## src/rtl/pass_entry_pkg.sv

```systemverilog
// -----------------------------------------------------------------------------
// pass_entry_pkg
//   Shared definitions for the password-entry front end and the lock FSM:
//   FSM state encoding, code width and the default unlock code.
// -----------------------------------------------------------------------------
package pass_entry_pkg;

  // Width of the code presented to the lock FSM.
  localparam int PASS_W = 4;

  // Factory unlock code used by the lock FSM.
  localparam logic [PASS_W-1:0] DEFAULT_CODE = 4'b1001;

  // Binary 3-bit state encoding; codes 5..7 are unused and recover to IDLE.
  typedef enum logic [2:0] {
    IDLE     = 3'd0,
    DB_PRESS = 3'd1,
    WAIT_REL = 3'd2,
    DB_REL   = 3'd3,
    HOLDOFF  = 3'd4
  } state_t;

endpackage

```

## src/rtl/pass_entry_if.sv

```systemverilog
// -----------------------------------------------------------------------------
// pass_entry_if
//   Groups the raw button/switch inputs and the outputs presented to the lock
//   FSM.
//   master : drives btn_raw/sw_raw, observes pass_data/confirm/busy
//   slave  : the pass_entry block itself
//   Signals:
//     btn_raw    raw confirm button, asynchronous, active-high, may bounce
//     sw_raw     raw code switches, asynchronous
//     pass_data  captured code, registered
//     confirm    one-cycle pulse coincident with new pass_data
//     busy       high whenever the entry FSM is not idle
// -----------------------------------------------------------------------------
interface pass_entry_if;
  import pass_entry_pkg::*;

  logic              btn_raw;
  logic [PASS_W-1:0] sw_raw;
  logic [PASS_W-1:0] pass_data;
  logic              confirm;
  logic              busy;

  modport master (
    output btn_raw, sw_raw,
    input  pass_data, confirm, busy
  );

  modport slave (
    input  btn_raw, sw_raw,
    output pass_data, confirm, busy
  );

endinterface

```

## src/rtl/pass_entry_sync_2ff.sv

```systemverilog
// -----------------------------------------------------------------------------
// sync_2ff
//   Two-flop synchroniser for asynchronous level inputs.
//   Ports:
//     clk  in          system clock, rising edge
//     rst  in          asynchronous reset, active-low; clears both stages to 0
//     d    in  WIDTH   asynchronous input bits
//     q    out WIDTH   synchronised bits, two clk edges of latency
// -----------------------------------------------------------------------------
module sync_2ff #(
  parameter int WIDTH = 1
) (
  input  logic             clk,
  input  logic             rst,
  input  logic [WIDTH-1:0] d,
  output logic [WIDTH-1:0] q
);

  logic [WIDTH-1:0] meta;

  // NOTE: non-blocking assignments make meta and q sample together on the
  // edge, giving two real flop stages; blocking here would collapse them.
  always_ff @(posedge clk or negedge rst) begin
    if (!rst) begin
      meta <= '0;
      q    <= '0;
    end else begin
      meta <= d;
      q    <= meta;
    end
  end

endmodule

```

## src/rtl/pass_entry.sv

```systemverilog
// -----------------------------------------------------------------------------
// pass_entry
//   Front end for the password lock FSM. Synchronises and debounces the raw
//   confirm button and code switches, captures the code on an accepted press
//   and emits a single-cycle confirm pulse. After each debounced release a
//   hold-off window ignores further presses.
//   Parameters:
//     DEBOUNCE_CYCLES  cycles btn must be stable on press and release (>=1)
//     HOLDOFF_CYCLES   cycles presses are ignored after release (0 = none)
//     CNT_W            width of the shared debounce/hold-off counter
//   Ports:
//     clk   in     system clock, rising edge
//     rst   in     asynchronous reset, active-low
//     bus   slave  btn_raw/sw_raw in, pass_data/confirm/busy out
// -----------------------------------------------------------------------------
module pass_entry
  import pass_entry_pkg::*;
#(
  parameter int DEBOUNCE_CYCLES = 4,
  parameter int HOLDOFF_CYCLES  = 8,
  parameter int CNT_W           = 8
) (
  input  logic          clk,
  input  logic          rst,
  pass_entry_if.slave   bus
);

  // Terminal counts; hold-off terminal is unused when HOLDOFF_CYCLES == 0.
  localparam logic [CNT_W-1:0] DB_LAST = CNT_W'(DEBOUNCE_CYCLES - 1);
  localparam logic [CNT_W-1:0] HO_LAST =
    CNT_W'((HOLDOFF_CYCLES > 0) ? HOLDOFF_CYCLES - 1 : 0);

  // ---------------------------------------------------------------------------
  // Input synchronisation: button and switches share one synchroniser so the
  // captured code is aligned with the debounced button.
  // ---------------------------------------------------------------------------
  logic [PASS_W:0]   sync_q;
  logic              btn_s;
  logic [PASS_W-1:0] sw_s;

  sync_2ff #(
    .WIDTH (PASS_W + 1)
  ) u_sync (
    .clk (clk),
    .rst (rst),
    .d   ({bus.btn_raw, bus.sw_raw}),
    .q   (sync_q)
  );

  assign btn_s = sync_q[PASS_W];
  assign sw_s  = sync_q[PASS_W-1:0];

  // ---------------------------------------------------------------------------
  // FSM state and shared counter
  // ---------------------------------------------------------------------------
  state_t           state;
  state_t           state_next;
  logic [CNT_W-1:0] cnt;
  logic [CNT_W-1:0] cnt_next;
  logic [CNT_W-1:0] cnt_inc;

  // Saturating increment: the counter never wraps back to zero.
  assign cnt_inc = (cnt == {CNT_W{1'b1}}) ? cnt : cnt + 1'b1;

  always_ff @(posedge clk or negedge rst) begin
    if (!rst) begin
      state <= IDLE;
      cnt   <= '0;
    end else begin
      state <= state_next;
      cnt   <= cnt_next;
    end
  end

  // Next-state logic. Any state change clears the counter.
  always_comb begin
    // NOTE: defaults first so every path assigns both outputs; otherwise a
    // missed branch would infer a latch.
    state_next = state;
    cnt_next   = cnt;

    case (state)
      IDLE: begin
        if (btn_s) begin
          state_next = DB_PRESS;
        end
      end

      DB_PRESS: begin
        if (!btn_s) begin
          state_next = IDLE;        // press bounce rejected, no pulse
        end else if (cnt == DB_LAST) begin
          state_next = WAIT_REL;    // press accepted
        end else begin
          cnt_next = cnt_inc;
        end
      end

      WAIT_REL: begin
        // A held button stays here; it can never re-trigger.
        if (!btn_s) begin
          state_next = DB_REL;
        end
      end

      DB_REL: begin
        if (btn_s) begin
          state_next = WAIT_REL;    // release bounce
        end else if (cnt == DB_LAST) begin
          state_next = (HOLDOFF_CYCLES == 0) ? IDLE : HOLDOFF;
        end else begin
          cnt_next = cnt_inc;
        end
      end

      HOLDOFF: begin
        // Button deliberately ignored for the whole window.
        if (cnt == HO_LAST) begin
          state_next = IDLE;
        end else begin
          cnt_next = cnt_inc;
        end
      end

      default: begin
        state_next = IDLE;          // unused encodings recover
      end
    endcase

    if (state_next != state) begin
      cnt_next = '0;
    end
  end

  // ---------------------------------------------------------------------------
  // Output decode (combinational) feeding registered outputs, so confirm,
  // pass_data and busy all change on the same edge as the state.
  // ---------------------------------------------------------------------------
  logic accept;
  logic busy_next;

  always_comb begin
    accept    = (state == DB_PRESS) && btn_s && (cnt == DB_LAST);
    busy_next = (state_next != IDLE);
  end

  logic [PASS_W-1:0] pass_q;
  logic              confirm_q;
  logic              busy_q;

  always_ff @(posedge clk or negedge rst) begin
    if (!rst) begin
      pass_q    <= '0;
      confirm_q <= 1'b0;
      busy_q    <= 1'b0;
    end else begin
      confirm_q <= accept;
      busy_q    <= busy_next;
      if (accept) begin
        pass_q <= sw_s;             // code only moves on an accepted press
      end
    end
  end

  assign bus.pass_data = pass_q;
  assign bus.confirm   = confirm_q;
  assign bus.busy      = busy_q;

endmodule
```

## src/flat_wrapper.sv

```systemverilog
// flat-port wrapper written by rule: the top's interface ports become plain ports
module pass_entry_flat import pass_entry_pkg::*;
#(
  parameter int DEBOUNCE_CYCLES = 4,
  parameter int HOLDOFF_CYCLES  = 8,
  parameter int CNT_W           = 8
)
  (clk, rst, bus_btn_raw, bus_sw_raw, bus_pass_data, bus_confirm, bus_busy);
  pass_entry_if bus_i ();
  input  logic clk;
  input  logic rst;
  input wire logic [$bits(bus_i.btn_raw)-1:0] bus_btn_raw;
  input wire logic [$bits(bus_i.sw_raw)-1:0] bus_sw_raw;
  output wire logic [$bits(bus_i.pass_data)-1:0] bus_pass_data;
  output wire logic [$bits(bus_i.confirm)-1:0] bus_confirm;
  output wire logic [$bits(bus_i.busy)-1:0] bus_busy;
  assign bus_i.btn_raw = bus_btn_raw;
  assign bus_i.sw_raw = bus_sw_raw;
  assign bus_pass_data = bus_i.pass_data;
  assign bus_confirm = bus_i.confirm;
  assign bus_busy = bus_i.busy;
  pass_entry #(.DEBOUNCE_CYCLES(DEBOUNCE_CYCLES), .HOLDOFF_CYCLES(HOLDOFF_CYCLES), .CNT_W(CNT_W)) u_core (.clk(clk), .rst(rst), .bus(bus_i));
endmodule
```

## config.mk

```make
export PLATFORM = sky130hd
export DESIGN_NAME = pass_entry_flat
export DESIGN_NICKNAME = d
export VERILOG_FILES = /design/src/rtl/pass_entry_pkg.sv /design/src/rtl/pass_entry_if.sv /design/src/rtl/pass_entry_sync_2ff.sv /design/src/rtl/pass_entry.sv /design/src/flat_wrapper.sv
export SDC_FILE = /design/constraint.sdc
export NUM_CORES = 1
export LEC_CHECK = 0
export CELL_PAD_IN_SITES_DETAIL_PLACEMENT = 1
export CELL_PAD_IN_SITES_GLOBAL_PLACEMENT = 1
export CORE_MARGIN = 4
export CORE_UTILIZATION = 47
export DETAILED_ROUTE_END_ITERATION = 10
export PLACE_DENSITY_LB_ADDON = 0.3
export SLEW_MARGIN = 5
export SYNTH_ARGS = -nofsm -noshare
export SYNTH_HDL_FRONTEND = slang
export SYNTH_SLANG_ARGS = --single-unit
```

## constraint.sdc

```tcl
create_clock -name clk -period 4.8 [get_ports clk]
set_input_delay 0.48 -clock clk [delete_from_list [all_inputs] [get_ports clk]]
set_output_delay 0.48 -clock clk [all_outputs]
set_load 0.005 [all_outputs]
```

==> reports/qor.csv <==
stage,metric,value,unit
timing,period_minus_slack,2.31,ns
worst_setup_path,path_class,reg2reg,
worst_setup_path,crit_chain,ha_1 > or2b_2 > nor4_4 > o21ai_0 > a21oi_1 > nor2_1,
cts,clock_sinks,27,
floorplanning,core_area,2250,µm²
timing,fin_setup_tns,0,ns
min_path,hold_path.class,reg2reg,
synth,avgSynthCellArea,12.7,µm²
cts,cts-hold-fix-buffers,0,
worst_setup_path,cp_data_required_time,4.99,ns
cts,cts_buffers,3,
grt,grt_pass1_wl,3.85,mm
power,p_per_area,363,nW/µm²
worst_setup_path,r2r_cells,6,
grt,grt_max_degree,28,
detailed_routing,num_vias,766,
synth,synth.area.top_cells,"dfrtp_1 59%, mux2_2 3.9%, a21oi_1 2.6%",
placement,place_ws,2.50,ns
floorplanning,dieArea,3280,µm²
floorplanning,ios,13,
worst_setup_path,cpMaxStageDelayCell,a21oi_1,
cts,post_cts_buffers,0,
timing,layout_setup_ws,2.49,ns
timing,finalHoldViolations,0,
placement,hpwl,1.74,mm
placement,place_congestion,0.770,
final_layout,finalNetCount,114,
final_layout,post-route-util,58.4,%
worst_setup_path,crit_path_end_kind,flip-flop,
worst_setup_path,path_max_fanout,8,
status,status,"finished, final reports clean",
synth,ys_seq_area_share,59.1,%
grt,first_global_vias,819,
timing,post-route-period-util,48.1,%
floorplanning,initial_utilization,50.7,%
placement,io_buffers,12,
timing,rsz0062_at_grt,no,
final_layout,layout-drive-gt1-share,21.9,%
grt,antenna_found_initial,0,
synth,synth_warnings,0,
timing,finalMaxSlewViolations,0,
cts,clockBufferDepth,2,
min_path,hold_depth,0,
cts,path_clk_slew,0.15,ns
timing,worst_pin_slew,0.717,ns
power,ir_drop,0.215,mV
timing,hold_slack,0.364,ns
detailed_routing,drtAntennaViolNets,0,
cts,cts_tree,built,
synth,synth_seq_cells,27,
grt,overflow,0,
floorplanning,die_h,57.3,µm
worst_setup_path,cp.arrival,2.50,ns
detailed_routing,wl_per_cell,17.3,µm
flow_run,max_cap_viol_count,0,
synth,synthesis.nets,98,
synth,syn-cell-area,1140,µm²
worst_setup_path,cp.depth,6,
worst_setup_path,slowest_delay,0.61,ns
worst_setup_path,crit_family,compound AO/OA/AOI/OAI gates,
synth,synth.distinct_cells,36,
final_layout,syn_to_final_growth,15.2,%
power,power_leakage,0.564,nW
detailed_routing,drtIter0Drc,14,
cts,insertion_delay,0.33,ns
detailed_routing,drc,0,
timing,skew,0.0163,ns
floorplanning,die_w,57.3,µm
grt,grt_use_total,15.6,%
worst_setup_path,cp-start-kind,flip-flop,
worst_setup_path,critPathBufInv,0,
detailed_routing,wirelength,2.30,mm
floorplanning,fp-row-count,17,
final_layout,diodes,0,
cts,root_buffer,clkbuf_4,
synth,synth_area_leader_cell,dfrtp_1,
cts,h-tree-depth,1,
detailed_routing,first_pass_iters,2,
timing,slew_headroom,52.2,%
synth,syn_inst,90,
timing,finalSetupViolCount,0,
timing,max_freq,433,MHz
cts,post_cts_resized,0,
synth,yosys.area.top_type_share,59.1,%
detailed_routing,viasPerCell,5.76,
final_layout,fill_cells,241,
-- worst register-to-register path, stage by stage, from the launching register on --
cell and delay [ns]:
dfrtp_1 0.43, ha_1 0.23, or2b_2 0.35, nor4_4 0.27, o21ai_0 0.17, a21oi_1 0.61
nor2_1 0.11
-- power by group --
group	total, mW	leakage [nW]	internal (mW)	switching [mW]
clock network	0.0971	0.0177	0.0313	0.0658
logic	0.109	0.199	0.0545	0.0540
registers	0.272	0.347	0.252	0.0199
total	0.477	0.564	0.337	0.140
-- stage by stage --
stage / total power [mW] / cells / cell area, µm²
2_1_floorplan: 0.339 / 90 / 1140
3_3_place_gp: 0.378 / 129 / 1290
3_5_place_dp: 0.388 / 129 / 1290
4_1_cts: 0.483 / 133 / 1320
5_1_grt: 0.505 / 133 / 1320
6_report: 0.477 / 133 / 1320
-- final timing paths --
| check | startpoint | slack (ns) | endpoint |
|---|---|---|---|
| max in group asynchronous | rst | 4.02 | u_core.bus.pass_data[1] |
| min in group asynchronous | rst | 0.52 | u_core.u_sync.q[4] |
| worst max register to register | u_core.cnt[0] | 2.49 | u_core.cnt[1] |
| worst max-delay path | u_core.cnt[0] | 2.49 | u_core.cnt[1] |
| worst min-delay path | u_core.u_sync.meta[2] | 0.36 | u_core.u_sync.q[2] |
| worst min register to register | u_core.u_sync.meta[2] | 0.36 | u_core.u_sync.q[2] |
-- synth_stat cells --
cell,number
dfrtp_1,27
a21oi_1,6
nand2_1,5
nor2_1,5
o21ai_0,5
mux2_2,4
or3_2,4
mux2i_1,3
inv_1,2
nand2b_1,2
o41a_1,2
a211oi_1,1
a32oi_1,1
a41o_2,1
and2_1,1
and2b_2,1
and4_2,1
and4b_1,1
buf_6,1
clkbuf_2,1
ha_1,1
nand3_1,1
nand4_1,1
nand4b_1,1
nor3_2,1
nor3b_1,1
nor4_4,1
o21ai_2,1
o21bai_1,1
o31ai_1,1
or2_2,1
or2b_2,1
or3_4,1
or4_2,1
xnor2_1,1
xor2_1,1
-- sequential cells by signal, summed over array words and instances (netlist names) --
name                  cells
u_core.cnt                8
u_core.u_sync.meta        5
u_core.u_sync.q           5
u_core.bus.pass_data      4
u_core.state              3
u_core.bus.busy           1
u_core.bus.confirm        1
-- placed cells by master (no fill, tap or decap), types with 2 or more instances in the layout --
master / count
o41a_1: 2
clkdlybuf4s50_1: 12
nor2_1: 5
mux2i_1: 3
nand2_1: 5
inv_1: 2
clkbuf_4: 3
mux2_2: 4
nand2b_1: 2
a21oi_1: 6
dfrtp_1: 27
o21ai_0: 5
or3_2: 4
-- routing by layer --
layer | vias to the layer above | routed length, µm | share of wire [%] | track usage (%)
li1 | 356 | - | - | -
met1 | 396 | 965 | 42 | 18.1
met2 | 9 | 1240 | 54 | 28.4
met3 | 5 | 57 | 2.5 | 2.71
met4 | 0 | 41 | 1.8 | 5.96
met5 | - | 0 | 0 | 0
-- cell type report --
class                   instances  area [µm²]  area share (%)
well taps                      28        35.0            2.66
clock inverters                 1        5.00           0.380
flip-flops and latches         27         676            51.3
repair buffers                 13         128            9.70
clock buffers                   3        22.5            1.71
inverters                       2        7.51           0.570
multi-input cells              59         443            33.7
-- logic make-up (layout without fill, tap and decap cells) --
family | after synthesis | after routing | share of synthesized area, %
simple gates | 30 | 30 | 18.3
compound gates | 19 | 19 | 11.3
buf+inv | 4 | 19 | 2.08
mux | 7 | 7 | 6.57
xor+xnor | 2 | 2 | 1.53
fa+ha+maj | 1 | 1 | 1.10
flops | 27 | 27 | 59.1
(Power assumes the default switching activity.)
